**src/rtl/regfile_op_sequencer.sv**
```systemverilog
// regfile_op_sequencer
// Drives one rd = rs1 OP rs2 operation through a 2-bit-serial register file.
// Each RUN cycle consumes the low 2 bits of both sources and writes a 2-bit
// result slice into the top of rd while every register rotates right by 2.
// After XLEN/2 cycles every register has made a full turn.
//
// Optional feature: define SEQ_IMM_EN to build the immediate shift register.
// When it is defined, req_use_imm selects req_imm as operand B. When it is
// undefined, operand B is always r_value2 and the immediate ports are ignored.
module regfile_op_sequencer #(
    parameter int XLEN = 32
) (
    input  logic            clk,
    input  logic            rst_n,
    input  logic            req_valid,
    output logic            req_ready,
    input  logic [2:0]      req_op,
    input  logic [3:0]      req_rd,
    input  logic [3:0]      req_rs1,
    input  logic [3:0]      req_rs2,
    input  logic            req_use_imm,
    input  logic [XLEN-1:0] req_imm,
    output logic [3:0]      r_sel1,
    output logic [3:0]      r_sel2,
    input  logic [1:0]      r_value1,
    input  logic [1:0]      r_value2,
    output logic [3:0]      write_register,
    output logic [1:0]      write_value,
    output logic            wr_en,
    output logic            shift,
    output logic            busy,
    output logic            done,
    output logic            carry_out,
    output logic            result_zero
);

    localparam int CNT_W = $clog2(XLEN / 2);
    localparam logic [CNT_W-1:0] LAST_CNT = CNT_W'(XLEN / 2 - 1);

    localparam logic [2:0] OP_ADD   = 3'b000;
    localparam logic [2:0] OP_SUB   = 3'b001;
    localparam logic [2:0] OP_AND   = 3'b010;
    localparam logic [2:0] OP_OR    = 3'b011;
    localparam logic [2:0] OP_XOR   = 3'b100;
    localparam logic [2:0] OP_PASSA = 3'b101;

    typedef enum logic [1:0] {
        IDLE = 2'd0,
        RUN  = 2'd1,
        DONE = 2'd2
    } state_t;

    state_t           state;
    logic [2:0]       op_reg;
    logic [3:0]       rd_reg;
    logic [3:0]       rs1_reg;
    logic [3:0]       rs2_reg;
    logic [CNT_W-1:0] cnt;
    logic             carry;
    logic             zero_acc;
    logic             ready_reg;
    logic             busy_reg;
    logic             done_reg;
    logic             run_reg;

    logic             accept;
    logic             is_arith;
    logic [1:0]       operand_b;
    logic [2:0]       slice_res;

    // One 2-bit ALU slice; bit 2 of the result is the carry into the next slice.
    function automatic logic [2:0] alu_slice(input logic [2:0] op,
                                             input logic [1:0] a,
                                             input logic [1:0] b,
                                             input logic       cin);
        logic [2:0] r;
        case (op)
            OP_ADD:   r = {1'b0, a} + {1'b0, b} + {2'b00, cin};
            OP_SUB:   r = {1'b0, a} + {1'b0, ~b} + {2'b00, cin};
            OP_AND:   r = {1'b0, a & b};
            OP_OR:    r = {1'b0, a | b};
            OP_XOR:   r = {1'b0, a ^ b};
            OP_PASSA: r = {1'b0, a};
            default:  r = {1'b0, b};
        endcase
        return r;
    endfunction

    assign accept   = (state == IDLE) && req_valid;
    assign is_arith = (op_reg == OP_ADD) || (op_reg == OP_SUB);

`ifdef SEQ_IMM_EN
    logic [XLEN-1:0] imm_sr;
    logic            use_imm_reg;

    // Immediate is captured whole at acceptance and consumed 2 bits per RUN cycle.
    always_ff @(posedge clk) begin
        if (accept) begin
            imm_sr      <= req_imm;
            use_imm_reg <= req_use_imm;
        end else if (run_reg) begin
            imm_sr      <= imm_sr >> 2;
        end
    end

    assign operand_b = use_imm_reg ? imm_sr[1:0] : r_value2;
`else
    logic unused_imm;

    assign unused_imm = ^{req_use_imm, req_imm};
    assign operand_b  = r_value2;
`endif

    assign slice_res = alu_slice(op_reg, r_value1, operand_b, carry);

    // Sequencer FSM: accept, run XLEN/2 slices, pulse done, return to idle.
    always_ff @(posedge clk) begin
        if (!rst_n) begin
            state     <= IDLE;
            ready_reg <= 1'b1;
            busy_reg  <= 1'b0;
            done_reg  <= 1'b0;
            run_reg   <= 1'b0;
            cnt       <= '0;
            carry     <= 1'b0;
            zero_acc  <= 1'b0;
            op_reg    <= '0;
            rd_reg    <= '0;
            rs1_reg   <= '0;
            rs2_reg   <= '0;
        end else begin
            case (state)
                IDLE: begin
                    if (req_valid) begin
                        op_reg    <= req_op;
                        rd_reg    <= req_rd;
                        rs1_reg   <= req_rs1;
                        rs2_reg   <= req_rs2;
                        cnt       <= '0;
                        // SUB is A + ~B + 1, so the serial carry starts at 1.
                        carry     <= (req_op == OP_SUB);
                        zero_acc  <= 1'b1;
                        ready_reg <= 1'b0;
                        busy_reg  <= 1'b1;
                        run_reg   <= 1'b1;
                        state     <= RUN;
                    end
                end
                RUN: begin
                    if (is_arith) begin
                        carry <= slice_res[2];
                    end
                    zero_acc <= zero_acc & (slice_res[1:0] == 2'b00);
                    cnt      <= cnt + 1'b1;
                    if (cnt == LAST_CNT) begin
                        run_reg  <= 1'b0;
                        done_reg <= 1'b1;
                        state    <= DONE;
                    end
                end
                DONE: begin
                    done_reg  <= 1'b0;
                    busy_reg  <= 1'b0;
                    ready_reg <= 1'b1;
                    state     <= IDLE;
                end
                default: begin
                    state     <= IDLE;
                    ready_reg <= 1'b1;
                    busy_reg  <= 1'b0;
                    done_reg  <= 1'b0;
                    run_reg   <= 1'b0;
                end
            endcase
        end
    end

    assign req_ready      = ready_reg;
    assign busy           = busy_reg;
    assign done           = done_reg;
    assign shift          = run_reg;
    assign wr_en          = run_reg;
    assign r_sel1         = rs1_reg;
    assign r_sel2         = rs2_reg;
    assign write_register = run_reg ? rd_reg : 4'd0;
    assign write_value    = run_reg ? slice_res[1:0] : 2'b00;
    assign carry_out      = carry;
    assign result_zero    = zero_acc;

endmodule

```
**config.mk**
```make
export PLATFORM = sky130hd
export DESIGN_NAME = regfile_op_sequencer
export DESIGN_NICKNAME = d
export VERILOG_FILES = /design/src/rtl/regfile_op_sequencer.sv
export SDC_FILE = /design/constraint.sdc
export NUM_CORES = 1
export LEC_CHECK = 0
export ABC_CLOCK_PERIOD_IN_PS = 3600
export CORE_MARGIN = 1.5
export CORE_UTILIZATION = 40
export DETAILED_ROUTE_END_ITERATION = 10
export GPL_TIMING_DRIVEN = 0
export PLACE_DENSITY = 0.82
export SYNTH_ARGS = -nofsm -noshare
export SYNTH_HDL_FRONTEND = slang
export SYNTH_SLANG_ARGS = --single-unit
```
**constraint.sdc**
```tcl
create_clock -name clk -period 3.6 [get_ports clk]
set_clock_uncertainty 0.05 [all_clocks]
set_input_delay 0.54 -clock clk [delete_from_list [all_inputs] [get_ports clk]]
set_output_delay 0.54 -clock clk [all_outputs]
set_load 0.02 [all_outputs]
```
==> results of run 1 <==
## worst register-to-register path, cell delays in order, from the launching register on
cell      delay [ns]
dfxtp_1         0.40
inv_1           0.10
fa_1            0.38
fa_1            0.43
mux4_2          0.47
o22ai_2         0.15
a211oi_1        0.09
## final cells by class
class                   instances  share of cell area
plain buffers                   9              0.0281
clock buffers                   3              0.0118
clock inverters                 1             0.00392
inverters                      12              0.0235
multi-input cells             118               0.404
flip-flops and latches         27               0.282
well taps                      46              0.0300
repair buffers                 42               0.217
## layer usage
layer | share of wire | routed length (um) | global-route usage | vias to the layer above
li1 | - | - | - | 641
met1 | 0.43 | 1270 | 0.221 | 548
met2 | 0.48 | 1430 | 0.264 | 43
met3 | 0.076 | 226 | 0.0362 | 4
met4 | 0.011 | 34 | 0.0583 | 0
met5 | 0 | 0 | 0 | -
## what timing repair did
action                                  CTS  global route
endpoints found under the setup margin    2             1
gates resized for setup                   8             1
cloned                                    0             0
buffers inserted                          0             0
## how the worst max path moves through the flow
| stage | from | to | slack [ns] |
|---|---|---|---|
| after floorplan | r_value1[0] | write_value[1] | 0.70 |
| after global placement | r_value1[0] | write_value[1] | -0.43 |
| after detailed placement | r_value1[0] | write_value[1] | -0.44 |
| after CTS | r_value2[0] | write_value[1] | 0.08 |
| after global routing | r_value1[0] | write_value[1] | 0.23 |
| final | r_value1[0] | write_value[1] | 0.35 |
## through the flow
| stage | std cells | hold slack (ns) | cell area [um^2] |
|---|---|---|---|
| global route | 258 | 0.446 | 1920 |
| floorplan | 166 | 0.389 | 1410 |
| global placement | 254 | 0.397 | 1880 |
| detailed placement | 254 | 0.406 | 1880 |
| CTS | 258 | 0.427 | 1910 |
| finish | 258 | 0.422 | 1920 |
## where the power goes
group | switching, mW | internal [mW] | total [mW] | leakage (nW)
registers | 0.0116 | 0.317 | 0.328 | 0.222
logic | 0.0860 | 0.0865 | 0.173 | 0.542
clock network | 0.0924 | 0.0426 | 0.135 | 0.0139
total | 0.190 | 0.446 | 0.636 | 0.778
## cells in the final DEF, fill, tap and decap left out, drive strengths merged, types with 2 or more instances in the layout
master         count
a211oi             2
a21boi            17
a21oi              5
a311oi             2
and2               9
and3               4
buf                8
clkbuf             5
clkdlybuf4s50     38
dfxtp             27
dlygate4sd2        2
fa                 4
ha                 5
inv               12
nand2             37
nand2b             4
nand3              4
nor2               3
nor2b              2
nor3               2
o21ai              9
## kinds of logic (layout without fill, tap and decap cells)
logic type	after synthesis	after routing	synth area share
compound gates	39	39	0.185
fa+ha+maj	9	9	0.101
buf+inv	21	67	0.0703
flops	27	27	0.384
mux	2	2	0.0231
simple gates	68	68	0.236
==> impl_metrics.env, run 1 <==
export IMPL_drtIter0Drc=82
export IMPL_vias_per_cell=4.79
export IMPL_tns_ns=0
export IMPL_min_to="rd_reg[2]"
export IMPL_p_per_area_nw_per_um2=332
export IMPL_syn_area_um2=1410
export IMPL_drc=0
export IMPL_p_total_mw=0.636
export IMPL_p_leak_nw=0.778
export IMPL_num_rows=21
export IMPL_yosysWarnings=0
export IMPL_crit_path_end_kind="output port"
export IMPL_crit_chain="dlygate4sd2_1, inv_2, fa_1, fa_1, mux4_2, o22ai_2, and2_1, buf_2"
export IMPL_numCtsBuffers=3
export IMPL_antenna_found_initial=0
export IMPL_cts_clk_slew_worst_paths_ns=0.15
export IMPL_grt_pass1_vias=1183
export IMPL_ys_seq_area_frac=0.384
export IMPL_worst_slack_ns=0.348
export IMPL_multi_input_area_um2=773
export IMPL_synth_edff_count=0
export IMPL_grt_usage=0.165
export IMPL_post_dp_hpwl_um=2200
export IMPL_ff2ff_path_depth=6
export IMPL_holdBufCountCts=0
export IMPL_htreeDepth=1
export IMPL_crit_type="in2out"
export IMPL_syn_instance_count=166
export IMPL_diodes=0
export IMPL_root_buffer="clkbuf_4"
export IMPL_synth_top_cell_by_area="dfxtp_1"
export IMPL_finalMaxSlewViolations=0
export IMPL_place_ws_ns=-0.437
export IMPL_port_buffer_count=42
export IMPL_gp_congestion=0.826
export IMPL_drt_wirelength_per_cell_um=11.5
export IMPL_synthTopCellsByArea="dfxtp_1 (38%), nand2_1 (9.9%), a21boi_0 (9.1%), fa_1 (5.7%), ha_1 (4.4%)"
export IMPL_r2r_slack_ns=1.43
export IMPL_die_h_um=62.3
export IMPL_synth_most_common_cell="nand2_1"
export IMPL_dieArea_um2=3880
export IMPL_grt_max_degree=17
export IMPL_worstPathRequired_ns=3.01
export IMPL_clock_sinks=27
export IMPL_setup_violations=0
export IMPL_async_reset_ff_frac=0
export IMPL_critical_path_cell_count=8
export IMPL_cp_start_kind="input pin"
export IMPL_fin_util=0.570
export IMPL_cts_tree="built"
export IMPL_clock_fmax_mhz=308
export IMPL_max_stage_delay_ns=0.47
export IMPL_vias=1236
export IMPL_die_x_um=62.3
export IMPL_worst_pin_slew_ns=0.384
export IMPL_final_antenna_net_count=0
export IMPL_clkLatencyLatePin_ns=0.33
export IMPL_r2r_start="carry_out"
export IMPL_ys_ff_latch=27
export IMPL_grt_pass1_wl_um=5260
export IMPL_core_um2=3360
export IMPL_start_util=0.418
export IMPL_cap_violations=0
export IMPL_grt_overflow_total=0
export IMPL_synth_top_cells_by_count="nand2_1 (37), dfxtp_1 (27), a21boi_0 (17)"
export IMPL_outcome="finished clean"
export IMPL_rsz0062_at_grt="false"
export IMPL_worstReg2RegEnd="result_zero"
export IMPL_cts_buffer_depth=2
export IMPL_arrival_ns=2.66
export IMPL_synth_fp_nets=230
export IMPL_first_pass_iters=4
export IMPL_peakVddDrop_mv=0.213
export IMPL_nFillCells=335
export IMPL_crit_buf_inv=3
export IMPL_synth_top_area_frac=0.384
export IMPL_period_minus_slack_ns=3.25
export IMPL_hold_depth=2
export IMPL_ios=76
export IMPL_synthDistinctLibCells=33
export IMPL_avgSynthCellArea_um2=8.47
export IMPL_synth_ff_type="dfxtp_1"
export IMPL_area_growth_pct=36.2
export IMPL_hold_class="reg2reg"
export IMPL_totalWireLength_um=2970
export IMPL_cpMostUsedCell="fa_1"
export IMPL_path_max_fanout=3
export IMPL_seq_area_um2=541
export IMPL_fin_crit_sh=0.903
export IMPL_finalHoldViolations=0
export IMPL_slew_headroom=0.744
export IMPL_hp_start="rd_reg[2]"
export IMPL_crit_family="adder cells"
export IMPL_drive_above_1_share=0.0849
export IMPL_cpMaxStageDelayCell="mux4_2"
export IMPL_finalNetCount=277
Power figures use the tool's default switching activity.
==> run 2, diff against run 1 <==
==> config.mk (replaced) <==
export PLATFORM = sky130hd
export DESIGN_NAME = regfile_op_sequencer
export DESIGN_NICKNAME = d
export VERILOG_FILES = /design/src/rtl/regfile_op_sequencer.sv
export SDC_FILE = /design/constraint.sdc
export NUM_CORES = 1
export LEC_CHECK = 0
export ABC_CLOCK_PERIOD_IN_PS = 3500
export CORE_MARGIN = 1.5
export CORE_UTILIZATION = 39
export DETAILED_ROUTE_END_ITERATION = 10
export GPL_TIMING_DRIVEN = 0
export PLACE_DENSITY = 0.8
export SYNTH_ARGS = -nofsm -noshare
export SYNTH_HDL_FRONTEND = slang
export SYNTH_SLANG_ARGS = --single-unit
==> constraint.sdc (replaced) <==
create_clock -name clk -period 3.5 [get_ports clk]
set_clock_uncertainty 0.05 [all_clocks]
set_input_delay 0.525 -clock clk [delete_from_list [all_inputs] [get_ports clk]]
set_output_delay 0.525 -clock clk [all_outputs]
set_load 0.02 [all_outputs]
==> run 2 against run 1 <==
Effect of this change: hold slack better by 0.0021 ns; register-to-register slack worse by 0.10 ns; power rose by 1.9%; clock power hardly changed; via count decreased by 0.57%; utilization is 0.63 points lower; critical path type unchanged; critical endpoint is now write_value[0].
==> impl_metrics.env, run 2 (synthesis results as in run 1) <==
export IMPL_start_util=0.415
export IMPL_gp_congestion=0.805
export IMPL_cts_clk_slew_worst_paths_ns=0.13
export IMPL_first_pass_iters=4
export IMPL_clock_fmax_mhz=312
export IMPL_post_dp_hpwl_um=2230
export IMPL_numCtsBuffers=3
export IMPL_num_rows=21
export IMPL_grt_overflow_total=0
export IMPL_die_h_um=63.1
export IMPL_clock_sinks=27
export IMPL_drc=0
export IMPL_finalNetCount=277
export IMPL_rsz0062_at_grt="false"
export IMPL_final_antenna_net_count=0
export IMPL_htreeDepth=1
export IMPL_p_total_mw=0.648
export IMPL_cts_tree="built"
export IMPL_clkLatencyLatePin_ns=0.32
export IMPL_place_ws_ns=-0.519
export IMPL_setup_violations=0
export IMPL_slew_headroom=0.737
export IMPL_hold_class="reg2reg"
export IMPL_finalHoldViolations=0
export IMPL_antenna_found_initial=0
export IMPL_mostFrequentLayoutCell="clkdlybuf4s50_1"
export IMPL_tns_ns=0
export IMPL_diodes=0
export IMPL_dieArea_um2=3980
export IMPL_holdBufCountCts=0
export IMPL_cap_violations=0
export IMPL_peakVddDrop_mv=0.276
export IMPL_vias_per_cell=4.76
export IMPL_outcome="finished clean"
export IMPL_totalWireLength_um=2910
export IMPL_drtIter0Drc=63
export IMPL_p_leak_nw=0.767
export IMPL_grt_usage=0.155
export IMPL_fin_util=0.563
export IMPL_crit_type="in2out"
export IMPL_area_growth_pct=35.8
export IMPL_fin_crit_sh=0.917
export IMPL_cp_start_kind="input pin"
export IMPL_p_per_area_nw_per_um2=339
export IMPL_core_um2=3390
export IMPL_path_max_fanout=3
export IMPL_die_x_um=63.1
export IMPL_grt_pass1_wl_um=4990
export IMPL_vias=1229
export IMPL_finalMaxSlewViolations=0
export IMPL_grt_max_degree=15
export IMPL_port_buffer_count=42
export IMPL_grt_pass1_vias=1125
export IMPL_cts_buffer_depth=2
export IMPL_period_minus_slack_ns=3.21
export IMPL_ios=76
export IMPL_crit_path_end_kind="output port"
export IMPL_drive_above_1_share=0.0802
export IMPL_drt_wirelength_per_cell_um=11.3
export IMPL_final_cell_mix="clkdlybuf4s50_1 (39), nand2_1 (37), dfxtp_1 (27)"
export IMPL_worst_pin_slew_ns=0.394
export IMPL_worst_slack_ns=0.291
export IMPL_arrival_ns=2.63
export IMPL_root_buffer="clkbuf_4"
export IMPL_worstPathRequired_ns=2.92
-- run 2: power by group --
group	internal, mW	switching [mW]	total, mW	leakage (nW)
Clock	0.0447	0.0872	0.132	0.0150
Sequential	0.326	0.0124	0.338	0.222
Combinational	0.0897	0.0883	0.178	0.530
-- run 2: layer usage --
layer  wire length (um)  track usage
met3                221       0.0536
met1               1400        0.200
met4                 13       0.0333
met2               1280        0.251
met5                  0            0
-- run 2: worst max-delay path: stages --
cell and delay, ns:
dlygate4sd2_1 0.25, inv_2 0.08, fa_1 0.55, nand2b_1 0.05, a21oi_1 0.12, o21ai_0 0.12
a311oi_1 0.29, clkdlybuf4s50_1 0.64
-- run 2: area by class of cell --
type                    count  area [um^2]
plain buffers               9         53.8
well taps                  46         57.6
repair buffers             42          413
clock buffers               4         26.3
flip-flops and latches     27          541
multi-input cells         118          773
fillers                   315         1480
inverters                  12         45.0
-- run 2: worst paths after layout --
check,startpoint,endpoint,slack [ns],cells past startpoint
worst max-delay path,r_value1[0],write_value[0],0.29,8
worst min-delay path,rd_reg[3],rd_reg[3],0.42,2
worst max register to register,carry_out,result_zero,1.33,6
worst min register to register,rd_reg[3],rd_reg[3],0.42,2
-- run 2: metrics by stage --
step	hold WS (ns)	instances	area, um^2
3_5_place_dp	0.408	254	1880
5_1_grt	0.448	258	1910
2_1_floorplan	0.389	166	1410
3_3_place_gp	0.396	254	1880
4_1_cts	0.428	258	1910
6_report	0.424	258	1910
-- run 2: what timing repair did --
item                                    in CTS  in global routing
gates resized for setup                      8                  0
endpoints found under the setup margin       2                  0
buffers inserted                             0                  0
==> run 3, diff against run 2 <==
--- a/config.mk
+++ b/config.mk
@@ -6,11 +6,14 @@
 export NUM_CORES = 1
 export LEC_CHECK = 0
 export ABC_CLOCK_PERIOD_IN_PS = 3500
+export CAP_MARGIN = 10
 export CORE_MARGIN = 1.5
-export CORE_UTILIZATION = 39
+export CORE_UTILIZATION = 40
 export DETAILED_ROUTE_END_ITERATION = 10
+export DONT_BUFFER_PORTS = 1
 export GPL_TIMING_DRIVEN = 0
-export PLACE_DENSITY = 0.8
+export HOLD_SLACK_MARGIN = 0.15
+export PLACE_DENSITY = 0.54
 export SYNTH_ARGS = -nofsm -noshare
 export SYNTH_HDL_FRONTEND = slang
 export SYNTH_SLANG_ARGS = --single-unit
==> run 3 against run 2 <==
Effect of this change: final area shrank 22%; power down 7.6%; via count shrank 11%; non-clock buffer count decreased by 42; setup slack got worse by 0.048 ns; global-route usage up 1.4 points; hold slack lost 0.16 ns; wire length rose by 2.9%; sequential power increased by 5%; combinational power decreased by 39%; highest routed layer unchanged.
==> impl_metrics.env, run 3 (synthesis results as in run 1) <==
export IMPL_rsz0062_at_grt="false"
export IMPL_port_buffer_count=0
export IMPL_drt_wirelength_per_cell_um=13.9
export IMPL_peakVddDrop_mv=0.187
export IMPL_crit_buf_inv=1
export IMPL_core_um2=3360
export IMPL_max_stage_delay_ns=0.46
export IMPL_slew_headroom=0.457
export IMPL_start_util=0.418
export IMPL_clock_fmax_mhz=307
export IMPL_cpMaxStageDelayCell="mux4_2"
export IMPL_vias=1099
export IMPL_r2r_slack_ns=1.16
export IMPL_first_pass_iters=4
export IMPL_hold_depth=2
export IMPL_hold_class="in2reg"
export IMPL_area_growth_pct=6.14
export IMPL_min_to="r_sel1[2]"
export IMPL_cap_violations=0
export IMPL_mostFrequentLayoutCell="nand2_1"
export IMPL_finalHoldViolations=0
export IMPL_worst_pin_slew_ns=0.809
export IMPL_dieArea_um2=3880
export IMPL_numCtsBuffers=3
export IMPL_final_antenna_net_count=0
export IMPL_arrival_ns=2.68
export IMPL_worstReg2RegEnd="result_zero"
export IMPL_grt_max_degree=16
export IMPL_pwr_share_comb=0.181
export IMPL_cts_buffer_depth=2
export IMPL_tns_ns=0
export IMPL_drc=0
export IMPL_gp_congestion=0.814
export IMPL_cts_tree="built"
export IMPL_seqPwrFrac=0.591
export IMPL_antenna_found_initial=0
export IMPL_grt_usage=0.170
export IMPL_crit_chain="inv_1, fa_1, fa_1, mux4_2, o22ai_1, and2_1"
export IMPL_cp_start_kind="flip-flop"
export IMPL_cpMostUsedCell="fa_1"
export IMPL_clkLatencyLatePin_ns=0.32
export IMPL_crit_path_end_kind="output port"
export IMPL_crit_family="adder cells"
export IMPL_ff2ff_path_depth=6
export IMPL_grt_pass1_wl_um=5430
export IMPL_post_dp_hpwl_um=2260
export IMPL_drive_above_1_share=0.0941
export IMPL_finalNetCount=235
export IMPL_fin_crit_sh=0.931
export IMPL_p_leak_nw=0.608
export IMPL_diodes=0
export IMPL_final_cell_mix="nand2_1 (37), dfxtp_1 (26), a21boi_0 (17)"
export IMPL_period_minus_slack_ns=3.26
export IMPL_die_h_um=62.3
export IMPL_crit_type="reg2out"
export IMPL_r2r_start="carry_out"
export IMPL_clock_sinks=27
export IMPL_setup_violations=0
export IMPL_worstPathRequired_ns=2.92
export IMPL_path_max_fanout=3
export IMPL_vias_per_cell=5.09
export IMPL_finalMaxSlewViolations=0
export IMPL_p_switching_mw=0.185
export IMPL_ios=76
export IMPL_grt_overflow_total=0
export IMPL_fin_util=0.444
export IMPL_p_per_area_nw_per_um2=401
export IMPL_outcome="finished clean"
export IMPL_nFillCells=381
export IMPL_num_rows=21
export IMPL_grt_pass1_vias=1200
export IMPL_totalWireLength_um=3000
export IMPL_intPower_mw=0.414
export IMPL_whs_ns=0.269
export IMPL_cts_clk_slew_worst_paths_ns=0.15
export IMPL_root_buffer="clkbuf_4"
export IMPL_die_x_um=62.3
export IMPL_drtIter0Drc=51
export IMPL_power_frac_clock=0.228
export IMPL_htreeDepth=1
export IMPL_switching_share=0.309
export IMPL_hp_start="req_rs1[2]"
export IMPL_holdBufCountCts=0
==> run 3: cell types whose count changed in the layout (fill, tap and decap cells not counted), sizes merged <==
cell	change
clkinv	+1
clkdlybuf4s50	-39
dlygate4sd2	-2
buf	-1
clkbuf	-1
==> run 3: layer usage <==
| metal | vias to the layer above | routed length, um | global-route usage |
|---|---|---|---|
| met5 | - | 0 | 0 |
| met4 | 0 | 21 | 0.0444 |
| met3 | 2 | 178 | 0.0435 |
| met2 | 25 | 1480 | 0.302 |
| met1 | 517 | 1320 | 0.204 |
| li1 | 555 | - | - |
==> run 3: worst max-delay path by stage <==
stage	start	endpoint	slack [ns]	cells past startpoint
2_1_floorplan	r_value1[0]	write_value[1]	0.63	6
3_3_place_gp	r_value1[0]	write_value[1]	0.48	6
3_5_place_dp	r_value1[0]	write_value[1]	0.44	6
4_1_cts	carry_out	write_value[1]	0.09	6
5_1_grt	carry_out	write_value[1]	0.11	6
6_report	carry_out	write_value[1]	0.24	6
==> run 3: what timing repair did <==
| action | 4_1_cts | 5_1_grt |
|---|---|---|
| gates resized for setup | 0 | 1 |
| setup buffers | 0 | 0 |
| endpoints found under the setup margin | 0 | 1 |
==> run 3: power groups by stage <==
stage / Sequential [mW] / Combinational, mW / Clock [mW]
after floorplan: 0.356 / 0.0876 / 0
after global placement: 0.360 / 0.105 / 0
after detailed placement: 0.361 / 0.109 / 0
after CTS: 0.354 / 0.110 / 0.140
after global routing: 0.357 / 0.127 / 0.157
final: 0.354 / 0.109 / 0.137
==> run 3: stage by stage <==
stage                     area, um^2  total power, mW  setup slack, ns  instances
final                           1490            0.599            0.243        216
after global routing            1490            0.641            0.108        216
after CTS                       1490            0.604           0.0909        216
after detailed placement        1460            0.470            0.435        212
after global placement          1460            0.464            0.483        212
after floorplan                 1410            0.444            0.630        166
==> run 3: cell type report <==
cell class              count  area (um^2)  share of cell area
plain buffers               9         53.8              0.0360
inverters                  12         45.0              0.0302
clock inverters             1         5.00             0.00335
multi-input cells         118          767               0.514
flip-flops and latches     27          542               0.363
clock buffers               3         22.5              0.0151
well taps                  46         57.6              0.0386
